<file path="src/rtl/rgb565_byte_tx_if.sv">
// rtl/rgb565_byte_tx_if.sv - byte link from rgb565_byte_tx toward the display/bridge side
// Carries the serialized byte, its valid/ready handshake and the framing tags.
interface rgb565_byte_tx_if;
   logic [7:0] tx_data;
   logic       tx_valid;
   logic       tx_ready;
   logic       tx_sof;
   logic       tx_eol;
   logic       tx_eof;

   modport master (
      output tx_data,
      output tx_valid,
      output tx_sof,
      output tx_eol,
      output tx_eof,
      input  tx_ready
   );

   modport slave (
      input  tx_data,
      input  tx_valid,
      input  tx_sof,
      input  tx_eol,
      input  tx_eof,
      output tx_ready
   );
endinterface

</file>
<file path="src/rtl/rgb565_byte_tx.sv">
// rtl/rgb565_byte_tx.sv - RGB565 pixel FIFO and high/low byte serializer with frame tags
// Absorbs a no-backpressure pixel stream and emits two tagged bytes per pixel on a valid/ready link.
module rgb565_byte_tx #(
   parameter int FIFO_DEPTH = 16,
   parameter int H_ACTIVE   = 640,
   parameter int V_ACTIVE   = 480
) (
   input  logic                        clk,
   input  logic                        rst_n,
   input  logic [15:0]                 pixel_in,
   input  logic                        data_valid_in,
   input  logic                        sof_in,
   rgb565_byte_tx_if.master            tx,
   output logic                        overflow,
   input  logic                        clr_overflow,
   output logic [$clog2(FIFO_DEPTH):0] fifo_level
);
   localparam int AW = $clog2(FIFO_DEPTH);
   localparam int LW = AW + 1;
   localparam int XW = (H_ACTIVE > 1) ? $clog2(H_ACTIVE) : 1;
   localparam int YW = (V_ACTIVE > 1) ? $clog2(V_ACTIVE) : 1;
   localparam logic [LW-1:0] LEVEL_FULL = LW'(FIFO_DEPTH);
   localparam logic [XW-1:0] X_LAST     = XW'(H_ACTIVE - 1);
   localparam logic [YW-1:0] Y_LAST     = YW'(V_ACTIVE - 1);

   typedef enum logic [1:0] {
      IDLE,
      HI,
      LO
   } state_t;

   state_t        state;
   state_t        state_nxt;

   logic [16:0]   mem [FIFO_DEPTH];
   logic [AW-1:0] wr_ptr;
   logic [AW-1:0] rd_ptr;
   logic [LW-1:0] level;
   logic [16:0]   head;
   logic          push;
   logic          pop;
   logic          drop;

   logic [16:0]   hold;
   logic [XW-1:0] x;
   logic [YW-1:0] y;
   logic [XW-1:0] x_nxt;
   logic [YW-1:0] y_nxt;
   logic [XW-1:0] px;
   logic [YW-1:0] py;
   logic          last_x;
   logic          last_y;

   logic [7:0]    data_q;
   logic          valid_q;
   logic          sof_q;
   logic          eol_q;
   logic          eof_q;
   logic [7:0]    data_nxt;
   logic          valid_nxt;
   logic          sof_nxt;
   logic          eol_nxt;
   logic          eof_nxt;

   assign head = mem[rd_ptr];
   assign push = data_valid_in && ((level != LEVEL_FULL) || pop);
   assign drop = data_valid_in && (level == LEVEL_FULL) && !pop;

   // A held pixel carrying sof restarts the frame at (0,0) whatever the counters say.
   assign px     = hold[16] ? '0 : x;
   assign py     = hold[16] ? '0 : y;
   assign last_x = (px == X_LAST);
   assign last_y = (py == Y_LAST);

   always_ff @(posedge clk) begin
      if (push) begin
         mem[wr_ptr] <= {sof_in, pixel_in};
      end
   end

   always_ff @(posedge clk or negedge rst_n) begin
      if (!rst_n) begin
         wr_ptr <= '0;
         rd_ptr <= '0;
         level  <= '0;
      end else begin
         if (push) begin
            wr_ptr <= wr_ptr + AW'(1);
         end
         if (pop) begin
            rd_ptr <= rd_ptr + AW'(1);
         end
         case ({push, pop})
            2'b10:   level <= level + LW'(1);
            2'b01:   level <= level - LW'(1);
            default: level <= level;
         endcase
      end
   end

   always_ff @(posedge clk or negedge rst_n) begin
      if (!rst_n) begin
         overflow <= 1'b0;
      end else if (drop) begin
         overflow <= 1'b1;
      end else if (clr_overflow) begin
         overflow <= 1'b0;
      end
   end

   always_comb begin
      state_nxt = state;
      pop       = 1'b0;
      x_nxt     = x;
      y_nxt     = y;
      data_nxt  = data_q;
      valid_nxt = valid_q;
      sof_nxt   = sof_q;
      eol_nxt   = eol_q;
      eof_nxt   = eof_q;

      case (state)
         IDLE: begin
            if (level != '0) begin
               pop = 1'b1;
            end
         end
         HI: begin
            if (tx.tx_ready) begin
               state_nxt = LO;
               data_nxt  = hold[7:0];
               sof_nxt   = 1'b0;
               eol_nxt   = last_x;
               eof_nxt   = last_x && last_y;
            end
         end
         LO: begin
            if (tx.tx_ready) begin
               x_nxt = last_x ? '0 : px + XW'(1);
               y_nxt = last_x ? (last_y ? '0 : py + YW'(1)) : py;
               if (level != '0) begin
                  pop = 1'b1;
               end else begin
                  state_nxt = IDLE;
                  valid_nxt = 1'b0;
                  data_nxt  = '0;
                  sof_nxt   = 1'b0;
                  eol_nxt   = 1'b0;
                  eof_nxt   = 1'b0;
               end
            end
         end
         default: begin
            state_nxt = IDLE;
         end
      endcase

      // The popped pixel's position is the already-advanced counter unless it resyncs.
      if (pop) begin
         state_nxt = HI;
         valid_nxt = 1'b1;
         data_nxt  = head[15:8];
         sof_nxt   = head[16] || ((x_nxt == '0) && (y_nxt == '0));
         eol_nxt   = 1'b0;
         eof_nxt   = 1'b0;
      end
   end

   always_ff @(posedge clk or negedge rst_n) begin
      if (!rst_n) begin
         state   <= IDLE;
         hold    <= '0;
         x       <= '0;
         y       <= '0;
         data_q  <= '0;
         valid_q <= 1'b0;
         sof_q   <= 1'b0;
         eol_q   <= 1'b0;
         eof_q   <= 1'b0;
      end else begin
         state   <= state_nxt;
         x       <= x_nxt;
         y       <= y_nxt;
         data_q  <= data_nxt;
         valid_q <= valid_nxt;
         sof_q   <= sof_nxt;
         eol_q   <= eol_nxt;
         eof_q   <= eof_nxt;
         if (pop) begin
            hold <= head;
         end
      end
   end

   assign tx.tx_data  = data_q;
   assign tx.tx_valid = valid_q;
   assign tx.tx_sof   = sof_q;
   assign tx.tx_eol   = eol_q;
   assign tx.tx_eof   = eof_q;
   assign fifo_level  = level;
endmodule

</file>
<file path="src/flat_wrapper.sv">
// flat-port wrapper written by rule: the top's interface ports become plain ports
module rgb565_byte_tx_flat 
#(
   parameter int FIFO_DEPTH = 16,
   parameter int H_ACTIVE   = 640,
   parameter int V_ACTIVE   = 480
)
  (clk, rst_n, pixel_in, data_valid_in, sof_in, overflow, clr_overflow, fifo_level, tx_tx_data, tx_tx_valid, tx_tx_sof, tx_tx_eol, tx_tx_eof, tx_tx_ready);
  rgb565_byte_tx_if tx_i ();
  input  logic clk;
  input  logic rst_n;
  input  logic [15:0] pixel_in;
  input  logic data_valid_in;
  input  logic sof_in;
  output logic overflow;
  input  logic clr_overflow;
  output logic [$clog2(FIFO_DEPTH):0] fifo_level;
  output wire logic [$bits(tx_i.tx_data)-1:0] tx_tx_data;
  output wire logic [$bits(tx_i.tx_valid)-1:0] tx_tx_valid;
  output wire logic [$bits(tx_i.tx_sof)-1:0] tx_tx_sof;
  output wire logic [$bits(tx_i.tx_eol)-1:0] tx_tx_eol;
  output wire logic [$bits(tx_i.tx_eof)-1:0] tx_tx_eof;
  input wire logic [$bits(tx_i.tx_ready)-1:0] tx_tx_ready;
  assign tx_tx_data = tx_i.tx_data;
  assign tx_tx_valid = tx_i.tx_valid;
  assign tx_tx_sof = tx_i.tx_sof;
  assign tx_tx_eol = tx_i.tx_eol;
  assign tx_tx_eof = tx_i.tx_eof;
  assign tx_i.tx_ready = tx_tx_ready;
  rgb565_byte_tx #(.FIFO_DEPTH(FIFO_DEPTH), .H_ACTIVE(H_ACTIVE), .V_ACTIVE(V_ACTIVE)) u_core (.clk(clk), .rst_n(rst_n), .pixel_in(pixel_in), .data_valid_in(data_valid_in), .sof_in(sof_in), .tx(tx_i), .overflow(overflow), .clr_overflow(clr_overflow), .fifo_level(fifo_level));
endmodule
</file>
<file path="config.mk">
export PLATFORM = sky130hd
export DESIGN_NAME = rgb565_byte_tx_flat
export DESIGN_NICKNAME = d
export VERILOG_FILES = /design/src/rtl/rgb565_byte_tx_if.sv /design/src/rtl/rgb565_byte_tx.sv /design/src/flat_wrapper.sv
export SDC_FILE = /design/constraint.sdc
export NUM_CORES = 1
export LEC_CHECK = 0
export BUFFER_PORTS_ARGS = -buffer_cell sky130_fd_sc_hd__buf_2
export CAP_MARGIN = 5
export CORE_MARGIN = 2
export CORE_UTILIZATION = 52
export CTS_CLUSTER_DIAMETER = 60
export CTS_CLUSTER_SIZE = 10
export DETAILED_ROUTE_END_ITERATION = 10
export GPL_TIMING_DRIVEN = 0
export PLACE_DENSITY_LB_ADDON = 0.2
export REMOVE_ABC_BUFFERS = 1
export SLEW_MARGIN = 10
export SYNTH_ARGS = -nofsm -noshare
export SYNTH_HDL_FRONTEND = slang
export SYNTH_SLANG_ARGS = --single-unit
</file>
<file path="constraint.sdc">
create_clock -name clk -period 4.22 [get_ports clk]
set_input_delay 0.211 -clock clk [delete_from_list [all_inputs] [get_ports clk]]
set_output_delay 0.211 -clock clk [all_outputs]
set_load 0.02 [all_outputs]
</file>
==> Word level (Yosys, flattened, before mapping) <==
Memory sizes are Yosys's and may differ from the RTL's.
Cells that the tools add are included.
{ "totals": {"n_memories": 1, "regBits": 64, "ram_bits": 272, "in_bits": 22, "wordCells": 93, "output_inout_bits": 18} }
{ "classes": {"n_addsub": 6, "n_mux": 40, "n_eq_ne": 13, "n_reduce_logical": 20} }
{ "mem_list": {"columns": ["memory", "depth", "width", "rd", "rd_clocked_by_memory_dff", "write_ports", "line", "source"], "rows": [
  ["u_core.mem", 16, 17, 1, 0, 1, "rgb565_byte_tx.sv:35", "logic [16:0] mem [FIFO_DEPTH];"]
]} }
{ "ops": {"columns": ["op", "n"], "rows": [
  ["two-way mux 9 bit", 5],
  ["two-way mux 10 bit", 4],
  ["two-way mux 8 bit", 4],
  ["two-way mux 1 bit", 16],
  ["one-hot mux 8 bit (2 select lines)", 1],
  ["adder 10 x 1 -> 10 bit, second input constant", 1],
  ["== test 10 bit, second input constant", 1],
  ["logical NOT 10 bit", 1],
  ["one-hot mux 5 bit (2 select lines)", 1],
  ["adder 9 x 1 -> 9 bit, second input constant", 1],
  ["== test 9 bit, second input constant", 1],
  ["logical NOT 9 bit", 1],
  ["!= test 3 x 2 -> 1 bit, second input constant", 3],
  ["adder 4 x 1 -> 4 bit, second input constant", 2],
  ["two-way mux 2 bit", 4],
  ["one-hot mux 1 bit (2 select lines)", 4],
  ["AND reduction 4 bit", 2],
  ["nonzero test 2 bit", 4],
  ["one-hot mux 2 bit (3 select lines)", 1],
  ["adder 5 x 1 -> 5 bit, second input constant", 1],
  ["== test 5 bit, second input constant", 1],
  ["logical AND 1 bit", 5],
  ["!= test 5 bit, second input constant", 1],
  ["nonzero test 5 bit", 1],
  ["9 further kinds", 13]
]} }

==> Logic depth before layout (Yosys ltp) <==
{ "logic_depth": {"depth_word": 10, "mapped_depth": 15, "depth_no_buf": 15} }

==> Worst setup path after synthesis <==
No wires, ideal clock.
{ "synth_timing": {"path_type": "reg-to-reg", "startpoint": "register u_core.state[0]", "endpoint": "memory u_core.mem[0][0] (enable)", "synth_period_minus_slack_ns": 3.700, "n_path_buf": 0, "required_ns": 3.785, "setup_time_ns": 0.435, "setup_slack_ns": 0.520, "arrival_time_ns": 3.266, "path_stages_with_launch": 8, "path_cell_list": "dfrtp_1 inv_1 ha_1 and2_1 nor2_1 a31oi_1 inv_1 nor4_1"} }
{ "synth_via": {"elab_chain_len": 6, "elab_cells_between_ends": 7, "cone_classes": "1 x eq/ne; 3 x mux; 3 x reduce/logical"} }
{ "synth_rtl": {"columns": ["item", "line", "source"], "rows": [
  ["start: declaration", "rgb565_byte_tx.sv:32", "state_t state;"],
  ["start signal: assignment", "rgb565_byte_tx.sv:181", "state <= state_nxt;"],
  ["== test 2 bit or logical NOT 2 bit (tied branches)", "rgb565_byte_tx.sv:122", "case (state)"],
  ["one-hot mux 1 bit (2 select lines) *", "rgb565_byte_tx.sv:122", null],
  ["logical OR 1 bit *", "rgb565_byte_tx.sv:66", "assign push = data_valid_in && ((level != LEVEL_FULL) || pop);"],
  ["logical AND 1 bit *", "rgb565_byte_tx.sv:66", null],
  ["two-way mux 1 bit *", "rgb565_byte_tx.sv:76", "if (push) begin"],
  ["two-way mux 1 bit (implied by the code) *", "rgb565_byte_tx.sv:77", "mem[wr_ptr] <= {sof_in, pixel_in};"],
  ["end: declaration", "rgb565_byte_tx.sv:35", null]
]} }
Every way passes the cells marked *; elsewhere a longest branch is shown, timed or not.

==> Worst setup path after layout <==
{ "layout_timing": {"startpoint": "register u_core.state[0]", "endpoint": "register u_core.level[4], in the netlist u_core.fifo_level[4]"} }
{ "layout_via": {"elab_chain_len": 6, "elab_cells_between_ends": 9, "cone_classes": "3 x eq/ne; 2 x mux; 4 x reduce/logical"} }
{ "layout_rtl": {"columns": ["item", "line", "source"], "rows": [
  ["== test 2 bit or logical NOT 2 bit (tied branches)", "rgb565_byte_tx.sv:122", null],
  ["one-hot mux 1 bit (2 select lines) *", "rgb565_byte_tx.sv:122", null],
  ["net u_core.pop", "rgb565_byte_tx.sv:41", "logic pop;"],
  ["logical OR 1 bit", "rgb565_byte_tx.sv:66", null],
  ["logical AND 1 bit", "rgb565_byte_tx.sv:66", null],
  ["== test 2 x 1 -> 1 bit or == test 2 bit (tied branches)", "rgb565_byte_tx.sv:93", "case ({push, pop})"],
  ["one-hot mux 5 bit (2 select lines) or nonzero test 2 bit (tied branches)", null, null],
  ["end signal: assignment", "rgb565_byte_tx.sv:94", "2'b10: level <= level + LW'(1);"],
  ["end signal: assignment", "rgb565_byte_tx.sv:95", "2'b01: level <= level - LW'(1);"],
  ["end signal: assignment", "rgb565_byte_tx.sv:96", "default: level <= level;"],
  ["end: declaration", "rgb565_byte_tx.sv:38", "logic [LW-1:0] level;"]
]} }
The timed path passes the listed nets; every way through them passes the cells marked *.
A chain may end at the register's enable or synchronous reset.

==> run summary <==
The required time of the critical path came out at 4.63 ns. The sum of negative setup slack came out at 0 ns. The final number of hold-violating endpoints is 0. The post-route worst hold slack is 0.0419 ns. The post-detailed-placement cell area is 14200 um^2. Summing over every cut layer, the via total after detailed routing is 7271. The number of DRC violations after detailed-routing iteration 0 came out at 790. Fill cells in the final layout number 1833. The met1 layer usage reported by global route is 0.298.

For this run, the number of Yosys warnings is 0. The buffer cell driving the clock tree root is sky130_fd_sc_hd__clkbuf_16. The H-tree depth came out at 2. The layout cell share with drive strength beyond 1 is 0.251.

Between clock sinks in the finished design, the worst skew comes to 0.0200 ns. Summing all non-filler instances in the final layout gives an area of 15400 um^2. The first global-routing pass estimated 43200 um of wire. The power density of the placed cells is 686 nW/um^2. Setup repair after global routing left no endpoint under its margin. In this run the static leakage power is 5.29 nW. In this run the cell area of the synthesized design comes to 13400 um^2. Row generation in the floorplan step produced 58 rows.

The combinational share of power is 0.298. For this run, the total global-route usage over all layers was measured as 0.219. The sequential share of the synthesized area came out at 0.713. The final layout net count came out at 863. The critical path arrival is 4.27 ns.

The dominant delay contributor by cell family on the critical path is simple AND/OR/NAND/NOR gates. The met3 global-route usage is 0.0372. The number of port buffers is 39.

The area growth from synthesis to final layout came out at 14.6%. The delay of the slowest cell on the worst path is 0.61 ns. The number of DRC violations after detailed routing came out at 0. The worst setup path is launched from a register. The peak ir drop on the vdd network is 0.000422 V. The cell depth of the worst hold path is 1. The flow ran to the end, and the final reports show no timing, DRC or antenna violations. The clock period minus worst slack is 3.86 ns.

The number of antenna violations at the first check in global routing is 0. The die is 165 um wide. The layer with the highest usage after global routing is met2. The clock network power share is 0.278. The worst hold-check path type is primary input to register. The detailed-placement wirelength estimate came out at 16900 um.

Counting both buffers and inverters, the worst setup path holds a total of 4. The area of the die came out at 27100 um^2. The switching fraction of total power came out at 0.319. Synthesis inferred 328 register bits. The chip height came out at 165 um. The highest attainable clock frequency came out at 259 MHz. The number of cells on the critical path came out at 15. The proportion of synthesized flip-flops having asynchronous set or reset came out at 0.171. The max capacitance violation total is 0. The routed wire length is 28200 um.

The post-CTS setup buffer count is 0. Among all stages on the critical path, the largest delay is contributed by sky130_fd_sc_hd__or2_2. Traced cell by cell, the critical path runs through inv_1 > ha_1 > and2_1 > nor2_1 > or2_2 > inv_2 > ha_1 > inv_1 > fa_1 > inv_1 > a21o_1 > a21oi_1 > xnor2_1 > nor2_1 > xor2_1.

The final estimated routing congestion in global placement came out at 0.764. The total congestion overflow is 0. The met2 layer usage reported by global route came out at 0.360. The starting utilization of the core area came out at 0.531.

The number of flops mapped to enable cells by yosys is 272. The number of top-level pins came out at 40. The number of inserted diodes is 0. The count of final setup violators is 0. The distinct cell type count of the synthesized netlist came out at 62.

The clock passes through at most 3 buffers. The number of routed nets with antenna violations came out at 0. In this run the worst path has a maximum fanout of 30. The number of clock sinks is 328. The switching power came out at 0.00337 W. The CTS tree is done. The cell taking the most area after synthesis is sky130_fd_sc_hd__edfxtp_1. The predominant post-synthesis flop cell is sky130_fd_sc_hd__edfxtp_1. The sequential share of power is 0.425. After synthesis, the mean cell area works out to 17.7 um^2. The synthesized netlist cell count is 756. The region available for standard cell placement spans 25300 um^2. The via count of the first global-routing pass came out at 7282. The share of synthesized area in the top cell type comes to 0.609. The detailed-route vias per instance came out at 6.14.

The kind of end point of the critical path is a register. After synthesis, the cell types taking the most area are sky130_fd_sc_hd__edfxtp_1 61%, sky130_fd_sc_hd__mux4_2 12%, sky130_fd_sc_hd__dfrtp_1 10%. The clock edge transition at the registers on the reported setup and hold paths is 0.05 ns. By instance count, the cell type seen most on the critical path is sky130_fd_sc_hd__inv_1. Before antenna repair, the detailed router went through 5 iterations. At the pin with the least slew margin, the transition time is 1.23 ns. The worst setup path is of the register to register kind. The pin count of the biggest net entering global routing is 57. The worst max-slew margin expressed relative to the limit is 0.180. Counting the buffers created by CTS gives 38. The average detailed-routed wire length per instance came out at 23.8 um. The share of the cycle needed by the critical path after routing came out at 0.915. The number of cells on the worst reg-to-reg path is 15.

The internal power came out at 0.00719 W. The clock latency at the later pin of the worst-skew pair is 0.53 ns. The number of pins with negative max-slew slack in the final report came out at 0.
[synth_stat cells, types with 5 or more instances]
cell                       number
sky130_fd_sc_hd__mux2_2         9
sky130_fd_sc_hd__nor2b_1       14
sky130_fd_sc_hd__nand4_1        7
sky130_fd_sc_hd__a221o_1        7
sky130_fd_sc_hd__clkbuf_1      22
sky130_fd_sc_hd__buf_2         11
sky130_fd_sc_hd__or4_1          7
sky130_fd_sc_hd__a211oi_1      17
sky130_fd_sc_hd__edfxtp_1     272
sky130_fd_sc_hd__nand2_1       46
sky130_fd_sc_hd__dfrtp_1       56
sky130_fd_sc_hd__nand3b_1       5
sky130_fd_sc_hd__nor2_1        20
sky130_fd_sc_hd__o21ai_0       22
sky130_fd_sc_hd__ha_1          14
sky130_fd_sc_hd__nor3_1         7
sky130_fd_sc_hd__nor4_1         9
sky130_fd_sc_hd__xnor2_1        8
sky130_fd_sc_hd__a21oi_1       18
sky130_fd_sc_hd__and2_1         7
sky130_fd_sc_hd__a31oi_1        6
sky130_fd_sc_hd__buf_1          5
sky130_fd_sc_hd__mux2i_1       18
sky130_fd_sc_hd__inv_1         20
sky130_fd_sc_hd__nand3_1        7
sky130_fd_sc_hd__mux4_2        69
[what timing repair did]
| item | 4_1_cts | 5_1_grt |
|---|---|---|
| endpoints found under the hold margin | 57 | 0 |
| endpoints found under the setup margin | 1 | 2 |
| gates resized for setup | 1 | 1 |
| hold buffers | 3 | 0 |
[cells in the final DEF, fill, tap and decap left out, types with 4 or more instances in the layout]
cell type | synthesis | routed
sky130_fd_sc_hd__xnor2_1 | 8 | 8
sky130_fd_sc_hd__buf_4 | 0 | 17
sky130_fd_sc_hd__or4_1 | 7 | 7
sky130_fd_sc_hd__a211oi_1 | 17 | 17
sky130_fd_sc_hd__a221o_1 | 7 | 7
sky130_fd_sc_hd__ha_1 | 14 | 14
sky130_fd_sc_hd__nor4_2 | 0 | 4
sky130_fd_sc_hd__nor4_1 | 9 | 5
sky130_fd_sc_hd__nor2_1 | 20 | 16
sky130_fd_sc_hd__o21ai_0 | 22 | 22
sky130_fd_sc_hd__a21oi_1 | 18 | 17
sky130_fd_sc_hd__a31oi_1 | 6 | 5
sky130_fd_sc_hd__clkbuf_1 | 22 | 28
sky130_fd_sc_hd__inv_1 | 20 | 20
sky130_fd_sc_hd__nor2_4 | 0 | 4
sky130_fd_sc_hd__clkbuf_16 | 0 | 38
sky130_fd_sc_hd__dfrtp_1 | 56 | 52
sky130_fd_sc_hd__mux2i_1 | 18 | 18
sky130_fd_sc_hd__and2_1 | 7 | 6
sky130_fd_sc_hd__nand4_1 | 7 | 7
sky130_fd_sc_hd__edfxtp_1 | 272 | 272
sky130_fd_sc_hd__buf_2 | 11 | 40
sky130_fd_sc_hd__nand2_1 | 46 | 46
sky130_fd_sc_hd__nor3_2 | 0 | 5
sky130_fd_sc_hd__mux4_2 | 69 | 69
sky130_fd_sc_hd__nand3b_1 | 5 | 5
sky130_fd_sc_hd__mux2_2 | 9 | 9
sky130_fd_sc_hd__nor2b_1 | 14 | 14
sky130_fd_sc_hd__nand3_1 | 7 | 7
[through the flow]
step	setup WS, ns	instances	util	power [W]
final	0.358	1185	0.609	0.0106
after global routing	0.108	1185	0.609	0.0111
after CTS	0.212	1184	0.608	0.0106
after detailed placement	-0.0144	1112	0.563	0.00770
after global placement	-2.53	1086	0.549	0.00755
after floorplan	-0.0620	717	-	0.00662
[cell families (layout without fill, tap and decap cells)]
group                    after synthesis  after routing  synth area share
flip-flops                           328            328             0.713
multiplexers                          96             96             0.137
adder cells (fa/ha/maj)               15             15            0.0145
buffers and inverters                 60            159            0.0184
AO/OA/AOI/OAI                         98             98            0.0502
XOR/XNOR                              11             11           0.00718
AND/OR/NAND/NOR                      148            148            0.0597
[worst paths after layout]
path / slack (ns) / startpoint / to
max: 0.36 / u_core.state[0] / u_core.fifo_level[4]
min in group asynchronous: 0.31 / rst_n / u_core.hold[4]
max in group asynchronous: 3.29 / rst_n / u_core.rd_ptr[0]
max reg2reg: 0.36 / u_core.state[0] / u_core.fifo_level[4]
min reg2reg: 0.48 / u_core.tx.tx_eof / u_core.tx.tx_eof
min: 0.04 / pixel_in[1] / u_core.mem[10][1]
[sequential cells by signal, indices dropped and copies added, names as in the netlist, 2 cells and up]
signal and flops:
u_core.rd_ptr 4, u_core.tx.tx_data 8, u_core.fifo_level 5, u_core.x 10, u_core.hold 9, u_core.wr_ptr 4
u_core.mem 272, u_core.state 2, u_core.y 9
[layout make-up]
type                            instances  area [um^2]  share of cell area
Multi-Input combinational cell        368         3690               0.240
Tap cell                              330          413              0.0268
Inverter                               21         78.8             0.00512
Timing Repair Buffer                   69          509              0.0331
Clock inverter                          2         36.3             0.00236
Sequential cell                       328         9580               0.623
Clock buffer                           67         1070              0.0696
[layer usage]
| metal | part of all wire | wire, um |
|---|---|---|
| met2 | 0.50 | 14200 |
| met1 | 0.41 | 11600 |
| met3 | 0.053 | 1490 |
| met4 | 0.030 | 847 |
| met5 | 0 | 0 |
[power groups by stage]
stage	logic, W	clock network [W]	registers [W]
detailed placement	0.00315	0	0.00455
global placement	0.00271	0	0.00483
floorplan	0.00196	0	0.00466
finish	0.00314	0.00293	0.00449
global route	0.00343	0.00312	0.00455
CTS	0.00317	0.00298	0.00449
No activity file was read; power rests on OpenSTA's default activity.
